**src/rtl/uart_pkg.sv**
```systemverilog
// Shared UART definitions: frame state encodings, default bit timing and data width.
// The receiver uses the same encodings so that both sides decode state dumps identically.
package uart_pkg;

    localparam int DATA_W               = 8;
    localparam int DEFAULT_CLKS_PER_BIT = 87;

    typedef enum logic [2:0] {
        IDLE    = 3'd0,
        START   = 3'd1,
        DATA    = 3'd2,
        STOP    = 3'd3,
        CLEANUP = 3'd4
    } uart_state_t;

endpackage

```
**src/rtl/uart_tx_if.sv**
```systemverilog
// Byte handshake and serial-line signals of the UART transmitter.
// master: the byte producer; slave: the transmitter itself.
interface uart_tx_if;
    import uart_pkg::*;

    logic              i_Tx_DV;
    logic [DATA_W-1:0] i_Tx_Byte;
    logic              o_Tx_Ready;
    logic              o_Tx_Serial;
    logic              o_Tx_Active;
    logic              o_Tx_Done;

    modport master (
        output i_Tx_DV, i_Tx_Byte,
        input  o_Tx_Ready, o_Tx_Serial, o_Tx_Active, o_Tx_Done
    );

    modport slave (
        input  i_Tx_DV, i_Tx_Byte,
        output o_Tx_Ready, o_Tx_Serial, o_Tx_Active, o_Tx_Done
    );

endinterface

```
**src/rtl/uart_tx_fifo.sv**
```systemverilog
// Synchronous byte FIFO feeding the transmitter. The pointers carry one extra wrap
// bit so full and empty can be told apart without a separate occupancy counter.
// A full FIFO refuses writes even when a pop happens on the same edge.
module uart_tx_fifo #(
    parameter int DEPTH = 4,
    parameter int WIDTH = 8
) (
    input  logic             i_Clock,
    input  logic             i_Rst_L,
    input  logic             wr_valid,
    input  logic [WIDTH-1:0] wr_data,
    output logic             wr_ready,
    input  logic             rd_en,
    output logic [WIDTH-1:0] rd_data,
    output logic             empty
);
    localparam int AW = $clog2(DEPTH);

    logic [AW:0]      wr_ptr;
    logic [AW:0]      rd_ptr;
    logic [WIDTH-1:0] mem [DEPTH];
    logic             full;
    logic             wr_en;
    logic             rd_fire;

    assign full     = (wr_ptr[AW] != rd_ptr[AW]) && (wr_ptr[AW-1:0] == rd_ptr[AW-1:0]);
    assign empty    = (wr_ptr == rd_ptr);
    assign wr_ready = !full;
    assign wr_en    = wr_valid && !full;
    assign rd_fire  = rd_en && !empty;
    assign rd_data  = mem[rd_ptr[AW-1:0]];

    // Pointer advance; reset discards everything buffered.
    always_ff @(posedge i_Clock or negedge i_Rst_L) begin
        if (!i_Rst_L) begin
            wr_ptr <= '0;
            rd_ptr <= '0;
        end else begin
            if (wr_en)   wr_ptr <= wr_ptr + (AW+1)'(1);
            if (rd_fire) rd_ptr <= rd_ptr + (AW+1)'(1);
        end
    end

    // Storage array; contents are meaningless until written, so no reset.
    always_ff @(posedge i_Clock) begin
        if (wr_en) mem[wr_ptr[AW-1:0]] <= wr_data;
    end

endmodule

```
**src/rtl/uart_tx.sv**
```systemverilog
// UART 8N1 transmitter: buffers bytes in a small FIFO and shifts each out LSB first
// between a low start bit and a high stop bit. o_Tx_Done pulses for one cycle after
// the stop bit, and an idle cycle always follows before the next frame starts.
module uart_tx
    import uart_pkg::*;
#(
    parameter int CLKS_PER_BIT = DEFAULT_CLKS_PER_BIT,
    parameter int FIFO_DEPTH   = 4
) (
    input  logic     i_Clock,
    input  logic     i_Rst_L,
    uart_tx_if.slave tx
);
    localparam int            CW       = $clog2(CLKS_PER_BIT);
    localparam logic [CW-1:0] CNT_LAST = CW'(CLKS_PER_BIT - 1);

    uart_state_t       state;
    logic [CW-1:0]     clk_cnt;
    logic [2:0]        bit_idx;
    logic [DATA_W-1:0] shift_reg;
    logic              serial_r;
    logic              active_r;
    logic              done_r;

    logic              fifo_ready;
    logic              fifo_empty;
    logic [DATA_W-1:0] fifo_rd_data;
    logic              pop;

    // The head byte is consumed only while the line is idle.
    assign pop = (state == IDLE) && !fifo_empty;

    uart_tx_fifo #(
        .DEPTH (FIFO_DEPTH),
        .WIDTH (DATA_W)
    ) u_fifo (
        .i_Clock  (i_Clock),
        .i_Rst_L  (i_Rst_L),
        .wr_valid (tx.i_Tx_DV),
        .wr_data  (tx.i_Tx_Byte),
        .wr_ready (fifo_ready),
        .rd_en    (pop),
        .rd_data  (fifo_rd_data),
        .empty    (fifo_empty)
    );

    assign tx.o_Tx_Ready  = fifo_ready;
    assign tx.o_Tx_Serial = serial_r;
    assign tx.o_Tx_Active = active_r;
    assign tx.o_Tx_Done   = done_r;

    // Capture the popped byte; it only needs to be valid from START onwards.
    always_ff @(posedge i_Clock) begin
        if (pop) shift_reg <= fifo_rd_data;
    end

    // Frame sequencer; line level for the next cycle is decided on each transition.
    always_ff @(posedge i_Clock or negedge i_Rst_L) begin
        if (!i_Rst_L) begin
            state    <= IDLE;
            clk_cnt  <= '0;
            bit_idx  <= '0;
            serial_r <= 1'b1;
            active_r <= 1'b0;
            done_r   <= 1'b0;
        end else begin
            done_r <= 1'b0;
            case (state)
                IDLE: begin
                    serial_r <= 1'b1;
                    active_r <= 1'b0;
                    clk_cnt  <= '0;
                    bit_idx  <= '0;
                    if (!fifo_empty) begin
                        state    <= START;
                        serial_r <= 1'b0;
                        active_r <= 1'b1;
                    end
                end
                START: begin
                    if (clk_cnt == CNT_LAST) begin
                        clk_cnt  <= '0;
                        state    <= DATA;
                        serial_r <= shift_reg[0];
                    end else begin
                        clk_cnt <= clk_cnt + CW'(1);
                    end
                end
                DATA: begin
                    if (clk_cnt == CNT_LAST) begin
                        clk_cnt <= '0;
                        if (bit_idx == 3'd7) begin
                            state    <= STOP;
                            serial_r <= 1'b1;
                        end else begin
                            bit_idx  <= bit_idx + 3'd1;
                            serial_r <= shift_reg[bit_idx + 3'd1];
                        end
                    end else begin
                        clk_cnt <= clk_cnt + CW'(1);
                    end
                end
                STOP: begin
                    if (clk_cnt == CNT_LAST) begin
                        clk_cnt  <= '0;
                        state    <= CLEANUP;
                        active_r <= 1'b0;
                        done_r   <= 1'b1;
                    end else begin
                        clk_cnt <= clk_cnt + CW'(1);
                    end
                end
                CLEANUP: begin
                    serial_r <= 1'b1;
                    state    <= IDLE;
                end
                default: begin
                    state    <= IDLE;
                    clk_cnt  <= '0;
                    bit_idx  <= '0;
                    serial_r <= 1'b1;
                    active_r <= 1'b0;
                end
            endcase
        end
    end

endmodule

```
**src/flat_wrapper.sv**
```systemverilog
// flat-port wrapper written by rule: the top's interface ports become plain ports
module uart_tx_flat import uart_pkg::*;
#(
    parameter int CLKS_PER_BIT = DEFAULT_CLKS_PER_BIT,
    parameter int FIFO_DEPTH   = 4
)
  (i_Clock, i_Rst_L, tx_i_Tx_DV, tx_i_Tx_Byte, tx_o_Tx_Ready, tx_o_Tx_Serial, tx_o_Tx_Active, tx_o_Tx_Done);
  uart_tx_if tx_i ();
  input  logic i_Clock;
  input  logic i_Rst_L;
  input wire logic [$bits(tx_i.i_Tx_DV)-1:0] tx_i_Tx_DV;
  input wire logic [$bits(tx_i.i_Tx_Byte)-1:0] tx_i_Tx_Byte;
  output wire logic [$bits(tx_i.o_Tx_Ready)-1:0] tx_o_Tx_Ready;
  output wire logic [$bits(tx_i.o_Tx_Serial)-1:0] tx_o_Tx_Serial;
  output wire logic [$bits(tx_i.o_Tx_Active)-1:0] tx_o_Tx_Active;
  output wire logic [$bits(tx_i.o_Tx_Done)-1:0] tx_o_Tx_Done;
  assign tx_i.i_Tx_DV = tx_i_Tx_DV;
  assign tx_i.i_Tx_Byte = tx_i_Tx_Byte;
  assign tx_o_Tx_Ready = tx_i.o_Tx_Ready;
  assign tx_o_Tx_Serial = tx_i.o_Tx_Serial;
  assign tx_o_Tx_Active = tx_i.o_Tx_Active;
  assign tx_o_Tx_Done = tx_i.o_Tx_Done;
  uart_tx #(.CLKS_PER_BIT(CLKS_PER_BIT), .FIFO_DEPTH(FIFO_DEPTH)) u_core (.i_Clock(i_Clock), .i_Rst_L(i_Rst_L), .tx(tx_i));
endmodule
```
**config.mk**
```make
export PLATFORM = sky130hd
export DESIGN_NAME = uart_tx_flat
export DESIGN_NICKNAME = d
export VERILOG_FILES = /design/src/rtl/uart_pkg.sv /design/src/rtl/uart_tx_if.sv /design/src/rtl/uart_tx_fifo.sv /design/src/rtl/uart_tx.sv /design/src/flat_wrapper.sv
export SDC_FILE = /design/constraint.sdc
export NUM_CORES = 1
export LEC_CHECK = 0
export BUFFER_PORTS_ARGS = -buffer_cell sky130_fd_sc_hd__buf_2
export CAP_MARGIN = 0
export CORE_MARGIN = 2
export CORE_UTILIZATION = 62
export CTS_BUF_LIST = sky130_fd_sc_hd__clkbuf_4
export CTS_CLUSTER_SIZE = 20
export DETAILED_ROUTE_END_ITERATION = 7
export PLACE_DENSITY_LB_ADDON = 0.2
export SLEW_MARGIN = 5
export SYNTH_ARGS = -nofsm -noshare
export SYNTH_HDL_FRONTEND = slang
export SYNTH_HIERARCHICAL = 1
export SYNTH_SLANG_ARGS = --single-unit
```
**constraint.sdc**
```tcl
create_clock -name i_Clock -period 3.25 [get_ports i_Clock]
set_input_delay 0.4875 -clock i_Clock [delete_from_list [all_inputs] [get_ports i_Clock]]
set_output_delay 0.4875 -clock i_Clock [all_outputs]
set_load 0.1 [all_outputs]
```
==> impl_metrics.ini, run 1 <==
[layout]
fin_nets = 240
most-common-layout-cells = 40 x edfxtp_1, 21 x dfrtp_1, 14 x buf_2, 11 x nand2_1, 10 x nor2_1
instances_no_fill = 279
largest_reg_flops = 32
fin_util_pct = 68.95
final_layout_size_suffix_gt1_share_pct = 21.78
area_delta_synth_final_pct = 8.646
num_antenna_cells = 0
layout_commonest_cell = edfxtp_1

[placement]
gp_congestion = 0.8477
place_ws_ns = 1.050
dp.cells = 263
hpwl_um = 3449
port_buffers = 14

[route]
vias = 1732
drt_iter0_markers = 104
wirelength_um = 4945
drtPass1Iterations = 4
wl_per_cell_um = 17.72
drcViolationCount = 0
vias_per_cell = 6.208
ant_nets = 0

[clock_network]
cts_tree = yes
holdBufCountCts = 0
clockBufferDepth = 2
cts_setup_buffers = 0
clock_latency_ns = 0.39
clkSinkCount = 62
cts_resized = 0
htree_levels = 3
root_buffer = clkbuf_4
numCtsBuffers = 9
clk_pin_slew_worst_paths_ns = 0.10

[yosys]
synth_nets = 221
syn_area_per_cell_um2 = 14.62
yosys.area.top_type = edfxtp_1
synth_edf_count = 40
yosysWarningCount = 6
postSynthCellCount = 201
yosysSeqAreaShare_pct = 59.67
synth_flop_cell = edfxtp_1
synthArstFlopShare_pct = 35.48
yosysUniqueCellTypes = 46
synth_top_area_share_pct = 40.89
ys_ff_latch = 62
synth_area_leaders = edfxtp_1 41%, dfrtp_1 18%, mux4_1 5.4%, ha_1 3.8%, mux4_2 3.1%
syn_area_um2 = 2938

[global_routing]
grt_pass1_vias = 1772
track_usage_pct = 20.91
grt_max_degree = 23
gr-total-overflow = 0
grt_pass1_wl_um = 8176
antenna_found_initial = 0

[floorplanning]
die_area_um2 = 5305
io-pin-count = 15
rows = 25
initial_core_util_pct = 63.46
die_w_um = 72.84
core_area_um2 = 4629
die_h_um = 72.84

[timing]
worst_pin_slew_ns = 0.5875
finalWorstSetupSlack_ns = 0.7492
hold_viol = 0
fin_crit_sh_pct = 76.95
rsz0062_at_grt = no
slew_viol_final = 0
min_period_ns = 2.501
slew_headroom_pct = 60.83
clock_skew_ns = 0.01316
setup_viol = 0
timing.fmax_mhz = 399.9
setup-tns-final_ns = 0

[worst_setup_path]
start_kind = flop
crit_fanout = 11
endpoint_kind = primary output
r2r-start = u_core/u_fifo/rd_ptr[0]
cp-startpoint = u_core/u_fifo/rd_ptr[0]
cp.arrival_ns = 2.01
cp.required_ns = 2.76
worstSetupPathType = flop to primary output

[pwr]
p_leak_nw = 1.236
powerDensity_nw_per_um2 = 800.9
ir_drop_mv = 0.5319

[job]
max_cap_violations = 0

[outcome]
outcome = completed

[hold_path]
hold_class = primary input to asynchronous set/reset pin
==> worst max-delay path: stages, from the launching register on <==
cell and delay (ns):
dfrtp_1 0.59, xnor2_2 0.57, nand3_1 0.15, buf_2 0.32
==> cells by family after synthesis <==
| family | synth area share [%] |
|---|---|
| compound gates | 9.711 |
| buf+inv | 2.981 |
| xor+xnor | 3.748 |
| simple gates | 10.60 |
| flops | 59.67 |
| fa+ha+maj | 3.833 |
| mux | 9.455 |
==> final timing paths <==
kind / depth (start not counted) / slack [ns] / to
min in group i_Clock: 1 / 0.31 / u_core/u_fifo/mem[1][3]
min: 1 / 0.04 / u_core/state[1]
max in group asynchronous: 1 / 2.85 / u_core/tx.o_Tx_Serial
max reg2reg: 6 / 1.05 / u_core/tx.o_Tx_Active
min reg2reg: 1 / 0.53 / u_core/bit_idx[2]
max: 3 / 0.75 / tx_o_Tx_Ready
==> cells in the mapped netlist (2+ instances only) <==
| cell type | n |
|---|---|
| edfxtp_1 | 40 |
| dfrtp_1 | 21 |
| nand2_1 | 11 |
| nor2_1 | 10 |
| ha_1 | 9 |
| inv_1 | 9 |
| a21oi_1 | 8 |
| nand3_1 | 8 |
| o21ai_0 | 7 |
| mux4_1 | 6 |
| a21o_1 | 5 |
| and2_1 | 4 |
| and3_1 | 4 |
| buf_2 | 4 |
| mux4_2 | 4 |
| nand2b_1 | 4 |
| xor2_1 | 4 |
| a22o_1 | 3 |
| a31oi_1 | 3 |
| buf_6 | 3 |
| mux2i_1 | 3 |
| xnor2_1 | 3 |
| and3_2 | 2 |
| nor3_1 | 2 |
| nor3b_1 | 2 |
| xnor2_2 | 2 |
==> metrics by stage <==
stage          cell area, µm²  hold WS, ns  power (mW)
2_1_floorplan            2938       0.1919       1.858
3_3_place_gp             3035       0.4790       1.949
3_5_place_dp             3035       0.4839       1.995
4_1_cts                  3192      0.04096       2.576
5_1_grt                  3192      0.08184       2.687
6_report                 3192      0.04479       2.556
==> area by class of cell <==
class | instances | area [µm²]
clock buffers | 9 | 67.56
clock inverters | 7 | 88.84
fillers | 319 | 1438
inverters | 9 | 33.78
multi-input cells | 123 | 1104
flip-flops and latches | 62 | 1753
well taps | 54 | 67.56
repair buffers | 15 | 77.57
==> metal layers <==
metal | GRT usage (%) | vias up | wire length [µm]
li1 | - | 804 | -
met3 | 4.972 | 10 | 187
met1 | 25.70 | 871 | 2071
met2 | 34.34 | 47 | 2606
met4 | 11.32 | 0 | 80
met5 | 0 | - | 0
==> power by group <==
part           switching (mW)  internal (mW)  total, mW
clock network           0.263          0.306      0.570
registers               0.173           1.03       1.20
logic                   0.479          0.306      0.785
total                   0.915           1.64       2.56
Note: power is estimated with default switching activity, not from simulation.
==> inputs of run 2 (changes only) <==
clock period = 2.6 ns   (was 3.25 ns; I/O delays follow)
==> run 2 against run 1 <==
- flip-flop and latch count did not move
- critical path type unchanged
- clock skew rose by 0.0019 ns
- largest cell class unchanged
- worst setup slack got worse by 0.43 ns
==> impl_metrics.ini, run 2 (synthesis results as in run 1) <==
[timing]
slew_headroom_pct = 61.47
worst_pin_slew_ns = 0.5755
rsz0062_at_grt = no
setup_viol = 0
timing.fmax_mhz = 438.9
setup-tns-final_ns = 0
hold_viol = 0
min_period_ns = 2.278
clock_skew_ns = 0.01503
fin_crit_sh_pct = 87.63
slew_viol_final = 0

[clock_network]
htree_levels = 3
clock_latency_ns = 0.38
cts_tree = yes
clkSinkCount = 62
clk_pin_slew_worst_paths_ns = 0.11
root_buffer = clkbuf_4
clockBufferDepth = 2
numCtsBuffers = 9

[worst_setup_path]
cp.required_ns = 2.21
crit_fanout = 11
worstSetupPathType = flop to primary output
r2r_slack_ns = 0.41
start_kind = flop
critical_path.slowest_cell = dfrtp_2
max_stage_delay_ns = 0.54
cp.arrival_ns = 1.89
cp_cell_sequence = xnor2_2 > nand3_1 > buf_2
endpoint_kind = primary output

[route]
wl_per_cell_um = 17.22
vias = 1751
vias_per_cell = 6.231
drtPass1Iterations = 4
drt_iter0_markers = 94
ant_nets = 0
wirelength_um = 4838
drcViolationCount = 0

[placement]
hpwl_um = 3364
dp.cells = 264
port_buffers = 14
gp_congestion = 0.9285

[pwr]
p_sw_mw = 1.121
p_int_mw = 2.064
p_leak_nw = 1.250
pwr-share-comb_pct = 30.7
powerDensity_nw_per_um2 = 993.4
swShare_pct = 35.20
ir_drop_mv = 0.6928
share_seq_of_total_power_pct = 46.9
clockPowerShare_pct = 22.4

[layout]
most-common-layout-cells = 40 x edfxtp_1, 20 x dfrtp_1, 14 x buf_2, 11 x nand2_1
area_delta_synth_final_pct = 9.157
fin_nets = 242
multi_input_area_um2 = 1104
nFillCells = 316
final_layout_size_suffix_gt1_share_pct = 22.03
seq_area_um2 = 1754
largest_reg_flops = 32
instances_no_fill = 281
num_antenna_cells = 0
layout_commonest_cell = edfxtp_1

[floorplanning]
die_h_um = 72.84
io-pin-count = 15
core_area_um2 = 4629
die_area_um2 = 5305
die_w_um = 72.84
rows = 25
initial_core_util_pct = 63.46

[outcome]
outcome = completed

[global_routing]
track_usage_pct = 21.07
grt_pass1_vias = 1746
antenna_found_initial = 0
gr-total-overflow = 0
grt_pass1_wl_um = 8190
grt_max_degree = 23

[hold_path]
hold_class = primary input to flop

[job]
max_cap_violations = 0
run 2: power by group through the flow:
stage	clock network (mW)	logic [mW]	registers, mW
final	0.713	0.978	1.49
after global placement	0	0.945	1.50
after floorplan	0	0.782	1.54
after global routing	0.769	1.07	1.53
after CTS	0.734	0.983	1.49
after detailed placement	0	0.976	1.51
run 2: timing repair:
item | 4_1_cts | 5_1_grt
setup buffers | 0 | 0
resized for setup | 0 | 1
hold endpoints to repair | 21 | 0
hold buffers | 1 | 0
endpoints found under the setup margin | 0 | 1
run 2: stage by stage:
step / util [%] / hold WS [ns] / worst slack [ns] / instance area (µm²) / total power, mW
5_1_grt: 69.27 / 0.1849 / 0.1372 / 3207 / 3.371
2_1_floorplan: - / 0.09441 / 0.4030 / 2944 / 2.325
4_1_cts: 69.24 / 0.1788 / 0.1552 / 3206 / 3.211
3_3_place_gp: 65.73 / 0.3778 / 0.4419 / 3043 / 2.446
6_report: 69.27 / 0.2132 / 0.3217 / 3207 / 3.186
3_5_place_dp: 65.73 / 0.3892 / 0.2228 / 3043 / 2.491
run 2: final cells by class:
cell class	count	area share, %
clock buffer	10	2.341
multi-input combinational	123	34.41
sequential	62	54.70
clock inverter	6	2.419
inverter	9	1.053
tap	54	2.107
timing repair buffer	17	2.965
run 2: critical path, delay by kind of cell (launching register included):
family                    cells  cell delay (ns)
and+or+nand+nor               1             0.15
xor gates and xnor gates      1             0.51
DFF                           1             0.54
buffers and inverters         1             0.32
run 2: metal layers:
metal  vias up  track usage [%]  part of all wire, %
li1        813                -                    -
met1       859            26.27                   42
met2        63            32.32                   51
met3        16            5.387                  4.1
met4         0            14.61                  3.1
met5         -                0                    0
run 2: final timing paths:
check	end	from	depth (start not counted)
max	tx_o_Tx_Ready	u_core/u_fifo/rd_ptr[0]	3
min	u_core/u_fifo/mem[1][5]	tx_i_Tx_Byte[5]	1
max reg2reg	u_core/u_fifo/rd_ptr[1]	u_core/u_fifo/rd_ptr[0]	7
min reg2reg	u_core/bit_idx[2]	u_core/bit_idx[2]	1
max in group asynchronous	u_core/u_fifo/rd_ptr[0]	i_Rst_L	2
min in group asynchronous	u_core/clk_cnt[3]	i_Rst_L	2
==> inputs of run 3 (changes only) <==
MAX_ROUTING_LAYER = met4   (was unset)
==> run 3 against run 2 <==
- register-to-register slack barely moved
- combinational power is essentially flat
- sequential power barely moved
- first-iteration DRC count increased by 31%
- die area did not move
- routed wire length decreased by 0.37%
- non-clock buffer count unchanged
- flip-flop and latch count unchanged
- clock-buffer cell count unchanged
- core utilization did not move
- critical path depth unchanged
- critical path type unchanged
- critical endpoint unchanged
- largest cell class unchanged
==> impl_metrics.ini, run 3 (synthesis results as in run 1) <==
[placement]
dp.cells = 264
gp_congestion = 0.9449
port_buffers = 14
hpwl_um = 3364

[global_routing]
grt_pass1_vias = 1753
grt_pass1_wl_um = 8211
antenna_found_initial = 0
grt_max_degree = 23
track_usage_pct = 21.74
gr-total-overflow = 0

[worst_setup_path]
r2r-start = u_core/u_fifo/rd_ptr[0]
cp-startpoint = u_core/u_fifo/rd_ptr[0]
cp.depth = 3
crit_fanout = 11
worstSetupPathType = flop to primary output
cp.required_ns = 2.21
crit_path_end = tx_o_Tx_Ready
r2r_slack_ns = 0.42
cp_top_family = flip-flops
endpoint_kind = primary output
max_stage_delay_ns = 0.54
cp.arrival_ns = 1.89
path_buf_inv = 1
critical_path.slowest_cell = dfrtp_2
reg2reg_depth = 7
r2r_end = u_core/u_fifo/rd_ptr[1]
start_kind = flop
cp_cell_sequence = xnor2_2 > nand3_1 > buf_2

[clock_network]
clk_pin_slew_worst_paths_ns = 0.10
cts_tree = yes
clkSinkCount = 62
root_buffer = clkbuf_4
clockBufferDepth = 2
clock_latency_ns = 0.38
htree_levels = 3
numCtsBuffers = 9

[timing]
slew_viol_final = 0
timing.fmax_mhz = 438.3
slew_headroom_pct = 61.58
min_period_ns = 2.282
fin_crit_sh_pct = 87.76
setup-tns-final_ns = 0
setup_viol = 0
rsz0062_at_grt = no
clock_skew_ns = 0.01437
hold_viol = 0
worst_pin_slew_ns = 0.5739

[route]
vias_per_cell = 6.121
drtPass1Iterations = 4
ant_nets = 0
wirelength_um = 4820
vias = 1720
drt_iter0_markers = 123
drcViolationCount = 0
wl_per_cell_um = 17.15

[hold_path]
min_path_cells = 1
hold_class = primary input to flop

[pwr]
p_int_mw = 2.064
ir_drop_mv = 0.6921
pwr-share-comb_pct = 30.8
powerDensity_nw_per_um2 = 993.3
p_total_mw = 3.185
share_seq_of_total_power_pct = 46.9
clockPowerShare_pct = 22.3
p_leak_nw = 1.250
swShare_pct = 35.21
p_sw_mw = 1.122

[layout]
num_antenna_cells = 0
fin_nets = 242
area_delta_synth_final_pct = 9.157
most-common-layout-cells = 40 x edfxtp_1, 20 x dfrtp_1, 14 x buf_2, 11 x nand2_1
nFillCells = 316
layout_commonest_cell = edfxtp_1
largest_reg_flops = 32
instances_no_fill = 281
final_layout_size_suffix_gt1_share_pct = 22.03
fin_util_pct = 69.27

[floorplanning]
die_area_um2 = 5305
core_area_um2 = 4629
initial_core_util_pct = 63.46
rows = 25
io-pin-count = 15
die_w_um = 72.84
die_h_um = 72.84

[outcome]
outcome = completed

[job]
max_cap_violations = 0
## run 3: worst register-to-register path, stage by stage, from the launching register on
cell,delay [ns]
dfrtp_2,0.54
xnor2_2,0.52
and3_1,0.32
nor4_2,0.07
buf_4,0.21
nand2b_1,0.09
o21ai_0,0.11
nor3b_1,0.25
## run 3: power groups by stage
stage                     combinational [mW]  sequential [mW]  clock, mW
after floorplan                        0.782             1.54          0
after global placement                 0.945             1.50          0
after detailed placement               0.976             1.51          0
after CTS                              0.983             1.49      0.734
after global routing                    1.07             1.53      0.769
final                                  0.981             1.49      0.712
## run 3: metal layers
metal	share of wire (%)	track usage, %	wire (µm)
met3	3.7	5.387	178
met5	0	-	0
met2	51	32.73	2452
met1	42	25.98	2044
met4	3.0	14.61	144
## run 3: through the flow
| step | worst slack [ns] | area (µm²) | hold slack [ns] |
|---|---|---|---|
| floorplan | 0.4030 | 2944 | 0.09441 |
| global placement | 0.4419 | 3043 | 0.3778 |
| detailed placement | 0.2228 | 3043 | 0.3892 |
| CTS | 0.1552 | 3206 | 0.1788 |
| global route | 0.1396 | 3207 | 0.1849 |
| finish | 0.3183 | 3207 | 0.2149 |
## run 3: final cells by class
type	instances	area, µm²	area share [%]
Clock buffer	10	75.07	2.341
Clock inverter	6	77.57	2.419
Inverter	9	33.78	1.053
Multi-Input combinational cell	123	1104	34.41
Sequential cell	62	1754	54.70
Tap cell	54	67.56	2.107
Timing Repair Buffer	17	95.09	2.965
## run 3: worst min path at each step
stage	slack [ns]	to	from
final	0.21	u_core/u_fifo/mem[1][5]	tx_i_Tx_Byte[5]
after global routing	0.18	u_core/u_fifo/mem[2][3]	tx_i_Tx_Byte[3]
after CTS	0.18	u_core/u_fifo/mem[2][1]	tx_i_Tx_Byte[1]
after detailed placement	0.39	u_core/clk_cnt[1]	i_Rst_L
after global placement	0.38	u_core/clk_cnt[3]	i_Rst_L
after floorplan	0.09	u_core/bit_idx[0]	i_Rst_L
## run 3: what timing repair did
| item | in CTS | in global routing |
|---|---|---|
| hold buffers | 1 | 0 |
| buffers inserted | 0 | 0 |
| endpoints found under the hold margin | 21 | 0 |
| setup endpoints to repair | 0 | 1 |
| gates resized for setup | 0 | 1 |
